### src/rtl/complex_addsub_accumulator.sv
// complex_addsub_accumulator
// Pipelined complex add/subtract with valid tracking, running accumulation,
// a gated hold register and a sticky part-overflow flag.
// Build option: define COMPLEX_ADDSUB_SATURATE_EN to saturate out-of-range
// parts instead of wrapping them modulo 2^PART_W.
module complex_addsub_accumulator #(
    parameter int PART_W  = 32,
    parameter int LATENCY = 2
) (
    input  logic                i_clk,
    input  logic                i_rst,
    input  logic                i_ce,
    input  logic                i_start,
    input  logic                i_in_valid,
    output logic                o_in_ready,
    input  logic                i_op,
    input  logic                i_acc_mode,
    input  logic                i_acc_clear,
    input  logic                i_capture,
    input  logic [2*PART_W-1:0] i_a,
    input  logic [2*PART_W-1:0] i_b,
    output logic [2*PART_W-1:0] o_result,
    output logic                o_result_valid,
    output logic [2*PART_W-1:0] o_held_output,
    output logic [2*PART_W-1:0] o_acc_value,
    output logic                o_overflow
);

    localparam int CW   = 2 * PART_W;
    localparam int LAST = LATENCY - 1;

    // One part: compute at PART_W+1 bits, return {overflow, reduced value}.
    function automatic logic [PART_W:0] part_addsub(
        input logic [PART_W-1:0] a,
        input logic [PART_W-1:0] b,
        input logic              sub
    );
        logic [PART_W:0]   ext;
        logic              ovf;
        logic [PART_W-1:0] val;
        if (sub) begin
            ext = {a[PART_W-1], a} - {b[PART_W-1], b};
        end else begin
            ext = {a[PART_W-1], a} + {b[PART_W-1], b};
        end
        // The two top bits disagree exactly when the true value leaves the PART_W range.
        ovf = ext[PART_W] ^ ext[PART_W-1];
`ifdef COMPLEX_ADDSUB_SATURATE_EN
        if (ovf) begin
            val = ext[PART_W] ? {1'b1, {(PART_W-1){1'b0}}} : {1'b0, {(PART_W-1){1'b1}}};
        end else begin
            val = ext[PART_W-1:0];
        end
`else
        val = ext[PART_W-1:0];
`endif
        return {ovf, val};
    endfunction

    logic [LATENCY-1:0] r_vld;
    logic [LATENCY-1:0] r_accb;
    logic [LATENCY-1:0] r_ovf;
    logic [CW-1:0]      r_data [LATENCY];
    logic [CW-1:0]      r_acc;
    logic [CW-1:0]      r_hold;
    logic               r_overflow;

    logic [CW-1:0]      w_bsel;
    logic [PART_W:0]    w_re;
    logic [PART_W:0]    w_im;
    logic [CW-1:0]      w_sum;
    logic               w_ovf;
    logic               w_busy;
    logic               w_accept;
    logic               w_out_acc;

    // Accumulator feedback replaces B; the accumulator is stable at accept
    // time because accepts are blocked while an acc-mode op is in flight.
    assign w_bsel   = i_acc_mode ? r_acc : i_b;
    assign w_re     = part_addsub(i_a[CW-1:PART_W], w_bsel[CW-1:PART_W], i_op);
    assign w_im     = part_addsub(i_a[PART_W-1:0], w_bsel[PART_W-1:0], i_op);
    assign w_sum    = {w_re[PART_W-1:0], w_im[PART_W-1:0]};
    assign w_ovf    = w_re[PART_W] | w_im[PART_W];

    // Any acc-mode op in any stage, including the output stage, blocks new input.
    assign w_busy     = |(r_vld & r_accb);
    assign o_in_ready = ~w_busy;
    assign w_accept   = i_in_valid & o_in_ready & i_ce;
    assign w_out_acc  = r_vld[LAST] & r_accb[LAST];

    // First pipeline stage: capture the computed result on accept.
    always_ff @(posedge i_clk) begin
        if (i_rst) begin
            r_vld[0]  <= 1'b0;
            r_accb[0] <= 1'b0;
            r_ovf[0]  <= 1'b0;
            r_data[0] <= '0;
        end else if (i_ce) begin
            r_vld[0] <= w_accept;
            if (w_accept) begin
                r_accb[0] <= i_acc_mode;
                r_ovf[0]  <= w_ovf;
                r_data[0] <= w_sum;
            end
        end
    end

    for (genvar g = 1; g < LATENCY; g++) begin : g_stage
        // Later stages: payload moves only with a valid, so the last stage holds its value.
        always_ff @(posedge i_clk) begin
            if (i_rst) begin
                r_vld[g]  <= 1'b0;
                r_accb[g] <= 1'b0;
                r_ovf[g]  <= 1'b0;
                r_data[g] <= '0;
            end else if (i_ce) begin
                r_vld[g] <= r_vld[g-1];
                if (r_vld[g-1]) begin
                    r_accb[g] <= r_accb[g-1];
                    r_ovf[g]  <= r_ovf[g-1];
                    r_data[g] <= r_data[g-1];
                end
            end
        end
    end

    // Accumulator: clear wins over write-back of an emerging acc-mode result.
    always_ff @(posedge i_clk) begin
        if (i_rst) begin
            r_acc <= '0;
        end else if (i_ce) begin
            if (i_acc_clear) begin
                r_acc <= '0;
            end else if (w_out_acc) begin
                r_acc <= r_data[LAST];
            end
        end
    end

    // Sticky overflow, set as a flagged result emerges; cleared with the accumulator.
    always_ff @(posedge i_clk) begin
        if (i_rst) begin
            r_overflow <= 1'b0;
        end else if (i_ce) begin
            if (i_acc_clear) begin
                r_overflow <= 1'b0;
            end else if (r_vld[LAST] && r_ovf[LAST]) begin
                r_overflow <= 1'b1;
            end
        end
    end

    // Hold register: capture beats session-end clearing.
    always_ff @(posedge i_clk) begin
        if (i_rst) begin
            r_hold <= '0;
        end else if (i_ce) begin
            if (r_vld[LAST] && i_capture) begin
                r_hold <= r_data[LAST];
            end else if (!i_start) begin
                r_hold <= '0;
            end
        end
    end

    assign o_result       = r_data[LAST];
    assign o_result_valid = r_vld[LAST];
    assign o_acc_value    = r_acc;
    assign o_overflow     = r_overflow;
    assign o_held_output  = (i_capture && r_vld[LAST]) ? r_data[LAST] : r_hold;

endmodule

### config.mk
export PLATFORM = sky130hd
export DESIGN_NAME = complex_addsub_accumulator
export DESIGN_NICKNAME = d
export VERILOG_FILES = /design/src/rtl/complex_addsub_accumulator.sv
export SDC_FILE = /design/constraint.sdc
export NUM_CORES = 1
export LEC_CHECK = 0
export CELL_PAD_IN_SITES_DETAIL_PLACEMENT = 1
export CELL_PAD_IN_SITES_GLOBAL_PLACEMENT = 1
export CORE_UTILIZATION = 43
export DETAILED_ROUTE_END_ITERATION = 8
export GPL_ROUTABILITY_DRIVEN = 1
export GPL_TIMING_DRIVEN = 0
export PLACE_DENSITY = 0.95
export SLEW_MARGIN = 40
export SYNTH_ARGS = -nofsm -noshare
export SYNTH_HDL_FRONTEND = slang
export SYNTH_SLANG_ARGS = --single-unit
### constraint.sdc
create_clock -name i_clk -period 9.9 [get_ports i_clk]
set_clock_uncertainty 0.15 [all_clocks]
set_input_delay 1.98 -clock i_clk [delete_from_list [all_inputs] [get_ports i_clk]]
set_output_delay 1.98 -clock i_clk [all_outputs]
set_load 0.05 [all_outputs]
Word level (Yosys, flattened, before mapping)

Memory sizes are Yosys's and may differ from the RTL's.
Index checks and enable logic that the tools add are counted.

Bits in registers: 135
RAM bits: 128
Bits of input ports: 137
Word-level logic and storage cells: 57
Memories kept: 1

Memories:

| memory | words | width | rd ports | clocked after Yosys merged registers in | wr ports | RTL line | source |
|---|---|---|---|---|---|---|---|
| r_data | 2     | 64    | 2        | 0                                       | 2        | 63       | `logic [CW-1:0] r_data [LATENCY];` |

$add $sub $neg: 4
Equal/unequal tests: 1
Multiplexer cells: 22
Bitwise logic cells: 10
Reduce and logical (&&, ||, !) cells: 10

Operators with widths:

| operator           | count |
|---|---|
| $mux 64            | 8 |
| $add 32x32->33     | 2 |
| $mux 33            | 2 |
| $sub 32x32->33     | 2 |
| $mux 1             | 12 |
| $reduce_and 2->1   | 5 |
| $reduce_bool 2->1  | 2 |
| $and 1x1->1        | 3 |
| $or 1x1->1         | 3 |
| $and 2x2->2        | 1 |
| $logic_and 1x1->1  | 2 |
| $ne 2x1->1 const B | 1 |
| $reduce_or 2->1    | 1 |
| $xor 1x1->1        | 2 |
| $not 1->1          | 1 |

Longest topological paths before layout

Word-level depth: 10
Depth in mapped cells: 26
Mapped depth without buffers: 21

Least setup slack after synthesis

Ideal clock, no wire load.

Path kind: input port to flip-flop
Start: in i_acc_mode
End: reg r_ovf[0]
Setup time: 0.088 ns
Arrival: 7.179 ns
Data required time: 9.662 ns
Path slack: 2.483 ns
Cell stages on the path: 26
Path buffers: 6
Path through: buf_6 -> buf_6 -> buf_4 -> buf_2 -> clkbuf_1 -> clkbuf_1 -> mux2i_1 -> ha_1 -> and4_1 -> a41oi_1 -> nor4_2 -> and3_1 -> and2_1 -> a21oi_1 -> xor2_1 -> ha_1 -> a21o_1 -> a21o_1 -> a31o_1 -> nand2_1 -> o21ai_0 -> a311o_1 -> a221oi_2 -> xor2_1 -> xnor2_1 -> a311oi_2

Word-level cells in the longest chain between the ends: 5

Ends and longest elaborated chain:

| what                                                    | RTL line | source |
|---|---|---|
| start: declaration                                      | 17       | `input logic i_acc_mode,` |
| $mux 64 (*)                                             | 79       | `assign w_bsel = i_acc_mode ? r_acc : i_b;` |
| $add 32x32->33 / $sub 32x32->33 (equally long branches) | 44, 42   |  |
| $mux 33                                                 | 41       | `if (sub) begin` |
| $xor 1x1->1                                             | 47       | `ovf = ext[PART_W] ^ ext[PART_W-1];` |
| $or 1x1->1 (*)                                          | 83       | `assign w_ovf = w_re[PART_W] \| w_im[PART_W];` |
| end signal: assignment                                  | 102      | `r_ovf[0] <= w_ovf;` |
| end: declaration                                        | 62       | `logic [LATENCY-1:0] r_ovf;` |

Every way passes the cells marked *; elsewhere a longest branch is shown, timed or not.
A chain may end at the register's enable or synchronous reset.

Final worst setup path

Same ends and word-level chain as after synthesis.

==> summary by stage <==
Global route
The first global-routing pass estimated 95430 um of wire. The global-route usage over all layers is 0.3464. The sum of overflow across all layers after global routing is 0. The number of antenna violations at the first check in global routing is 3. Entering global routing, the biggest net connects 38 pins. The number of global-route vias before repair came to 15760.

Clocking
After clock tree synthesis, the flow added hold-fix buffers numbering 0. The buffer type at the clock tree root is sky130_fd_sc_hd__clkbuf_16. The number of instances resized during post-cts repair is 0. The clock transition at the registers of the reported paths is 60 ps. The CTS buffer count is 29. The clock passes through at most 3 buffers. The clock latency reported for the late side of the worst-skew pair is 570 ps. Buffers added to address setup during post-CTS repair amount to 0.

The level count of the clock H-tree is 1. TritonCTS built the clock tree. The number of sinks handled by clock tree synthesis is 263.

Power and ir drop
VDD sags by at most 0.1123 mV. The standby leakage power is 7.873 nW. The net switching component of the power is 956.1 uW. Of the total power, the clock network draws 0.369. The logic gate share of total power is 0.240. For this design the ratio of total power to cell area is 151.6 mW/mm2. The internal portion of the total power is 2.124 mW. Of the total power, the share spent switching nets is 0.3105. Of the total power, registers draw 0.390.

Worst hold path
In this run the worst hold path is classified as register to register.

Critical path
STA puts the critical path data arrival time at 9750 ps. Along the worst path, the maximum fanout reaches 10. STA classifies the critical path startpoint as an input port.

The setup path with the least slack is of type input port to register. The element type at the critical path end is a register. Data on the critical path is required at its endpoint by 10220 ps.

Layout
The area taken by multi-input logic gates is 0.008403 mm2. The net count of the finished layout is 2159. Of the cells placed in the final design, the portion with a size suffix greater than 1 is 0.08194. The number of fill cells is 3904. The sequential cell area in the final layout is 0.006546 mm2. Measured on the finished design, the core utilization comes to 0.5825. The area growth from synthesis to layout is 32.26%.

Synthesis
The combined area of all synthesized cells is 0.01536 mm2. The post-synthesis area per instance is 9.676 um2. The area fraction of the dominant cell type after synthesis is 0.2502. For this run, the leading register cell type out of synthesis is sky130_fd_sc_hd__dfxtp_1. Counting flops with a built-in enable in the synthesized netlist gives 128. Synthesis produced a netlist whose cell count is 1588.

The part of the Yosys area used for sequential elements is 0.4261. The number of warnings issued by yosys is 0. The number of distinct standard cells referenced by the synthesized netlist is 82. After synthesis, the share of flip-flops with an asynchronous set or reset is 0. The most common cell in the synthesized netlist is sky130_fd_sc_hd__nor2_1. Ranked by instance count, the synthesized netlist is headed by sky130_fd_sc_hd__nor2_1 (255), sky130_fd_sc_hd__dfxtp_1 (135), sky130_fd_sc_hd__a22oi_1 (129), sky130_fd_sc_hd__edfxtp_1 (128), sky130_fd_sc_hd__a21oi_1 (89).

The number of nets in the synthesized netlist is 1793. By area the synthesized netlist is led by sky130_fd_sc_hd__edfxtp_1 (25%), sky130_fd_sc_hd__dfxtp_1 (18%), sky130_fd_sc_hd__a22oi_1 (6.3%). The number of storage elements in the synthesis netlist is 263.

The cell taking the most area after synthesis is sky130_fd_sc_hd__edfxtp_1.

Floorplan
In this run the horizontal extent of the chip is 191.0 um. The total area inside the core boundary comes to 0.03488 mm2. The die covers 0.03649 mm2. The number of placement rows is 68. From bottom edge to top edge, the die measures 191.0 um. 332 I/O pins were placed. The initial utilization of the core area, before any placement, comes to 0.4405.

Detailed routing
Detailed routing inserted a total of 14890 vias. After detailed routing, the total wire length is 64520 um. The count of nets left with antenna violations once routing finished came out at 0. After detailed routing, the average wire length per cell comes to 26.51 um. Dividing the detail-routed via count by the number of cells gives 6.117.

The first TritonRoute pass finished after 5 iterations. The number of design-rule violations left by the first detailed-router iteration is 1157. The remaining routing DRC violations is 0.

Timing
Derived from the worst setup path, the maximum achievable clock frequency is 0.1061 GHz. The number of slew-limit violations in the final report was 0. The count of endpoints failing hold in the final timing report is 0. Setup violations remaining at the end of the flow were counted as 0. The worst hold slack after final layout is 335.1 ps. Measured against its own limit, the worst slew margin works out to 0.4036. Setup repair after global routing left no endpoint under its margin. The post-route minimum period is 9426 ps. The post-route fraction of the period consumed by the critical path is 0.9521. For the pin with the worst max-slew slack, the measured transition is 892.4 ps.

Job
Across the run, the number of max-cap violations was 0.

Placement
The estimated wirelength of the detail-placed design is 47990 um. Routability-driven placement finished with a final weighted congestion of 0.9704. The count of input and output buffers is 330.

Status
The flow ran to the end, and the final reports show no timing, DRC or antenna violations.
-- routing by layer --
layer  GRT usage  share of wire
met1      0.4220           0.40
met2      0.5946           0.49
met3     0.04938          0.063
met4      0.1738          0.050
met5           0              0
-- registers in the layout (all words and copies together) (netlist names) --
| signal | cells |
|---|---|
| o_overflow | 1 |
| o_result_valid | 1 |
| r_data | 128 |
| r_accb | 2 |
| r_vld | 1 |
| r_hold | 64 |
| r_ovf | 2 |
| o_acc_value | 64 |
-- kinds of logic after synthesis --
kind of cell	Yosys count	share of synthesized area
DFF	263	0.4261
buffers and inverters	106	0.02801
adders and majority gates	68	0.05635
and+or+nand+nor	514	0.1590
AOI/OAI and AO/OA	405	0.1819
muxes	114	0.07956
xor gates and xnor gates	118	0.06914
-- critical path, cell delays in order --
cell and delay (ps):
sky130_fd_sc_hd__clkdlybuf4s50_1 700, sky130_fd_sc_hd__buf_6 210, sky130_fd_sc_hd__buf_6 190, sky130_fd_sc_hd__buf_4 310, sky130_fd_sc_hd__buf_2 340, sky130_fd_sc_hd__clkbuf_2 430, sky130_fd_sc_hd__clkbuf_2 510, sky130_fd_sc_hd__mux2i_1 310
sky130_fd_sc_hd__ha_1 310, sky130_fd_sc_hd__and4_1 220, sky130_fd_sc_hd__a41oi_1 90, sky130_fd_sc_hd__nor4_2 680, sky130_fd_sc_hd__and3_1 320, sky130_fd_sc_hd__and2_1 240, sky130_fd_sc_hd__a21oi_1 110, sky130_fd_sc_hd__xor2_1 270
sky130_fd_sc_hd__ha_1 340, sky130_fd_sc_hd__a21o_1 180, sky130_fd_sc_hd__a21o_1 180, sky130_fd_sc_hd__a31o_1 210, sky130_fd_sc_hd__nand2_1 70, sky130_fd_sc_hd__o21ai_0 90, sky130_fd_sc_hd__a311o_1 380, sky130_fd_sc_hd__a221oi_2 320
sky130_fd_sc_hd__xor2_1 290, sky130_fd_sc_hd__xnor2_1 140, sky130_fd_sc_hd__a311oi_2 260
-- per-stage QoR --
step                std cells  power (mW)  area (um2)  setup TNS, ps  setup WS, ps
floorplan                1588       1.688       15360              0          2483
global placement         2373       1.909       19240         -924.3        -518.1
detailed placement       2378       1.943       19330              0         81.53
CTS                      2432       3.070       20310              0         641.1
global route             2434       3.175       20320              0         218.3
finish                   2434       3.080       20320              0         474.0
-- power by group through the flow --
stage	clock network, mW	logic, mW	registers [mW]
floorplan	0	0.427	1.26
global placement	0	0.686	1.22
detailed placement	0	0.718	1.22
CTS	1.14	0.729	1.20
global route	1.18	0.789	1.21
finish	1.14	0.740	1.20
-- layout by cell type, fill, tap and decap left out, types with 30 or more instances in the layout --
cell type / instances
sky130_fd_sc_hd__dfxtp_1: 135
sky130_fd_sc_hd__clkdlybuf4s50_1: 330
sky130_fd_sc_hd__a22oi_1: 129
sky130_fd_sc_hd__nor3_1: 31
sky130_fd_sc_hd__edfxtp_1: 128
sky130_fd_sc_hd__nand2_1: 54
sky130_fd_sc_hd__clkbuf_16: 30
sky130_fd_sc_hd__ha_1: 66
sky130_fd_sc_hd__mux2_2: 65
sky130_fd_sc_hd__xor2_1: 72
sky130_fd_sc_hd__nor2_1: 254
sky130_fd_sc_hd__and2_1: 77
sky130_fd_sc_hd__mux2i_1: 49
sky130_fd_sc_hd__xnor2_1: 43
sky130_fd_sc_hd__clkbuf_1: 69
sky130_fd_sc_hd__a21oi_1: 89
sky130_fd_sc_hd__o21ai_0: 36
-- cell type report --
type,instances,share of cell area
diodes,2,0.0002463
plain buffers,85,0.01767
clock buffers,38,0.03990
clock inverters,16,0.008497
inverters,21,0.004125
multi-input cells,1219,0.4135
flip-flops and latches,263,0.3221
well taps,455,0.02802
repair buffers,335,0.1659
-- final timing paths --
| path | from | to | slack (ps) | cells past startpoint |
|---|---|---|---|---|
| max reg2reg | o_acc_value[32] | r_ovf[0] | 4290 | 20 |
| min | r_ovf[0] | r_ovf[1] | 340 | 1 |
| max | i_acc_mode | r_ovf[0] | 470 | 27 |
| min reg2reg | r_ovf[0] | r_ovf[1] | 340 | 1 |
Note: power is estimated with default switching activity, not from simulation.
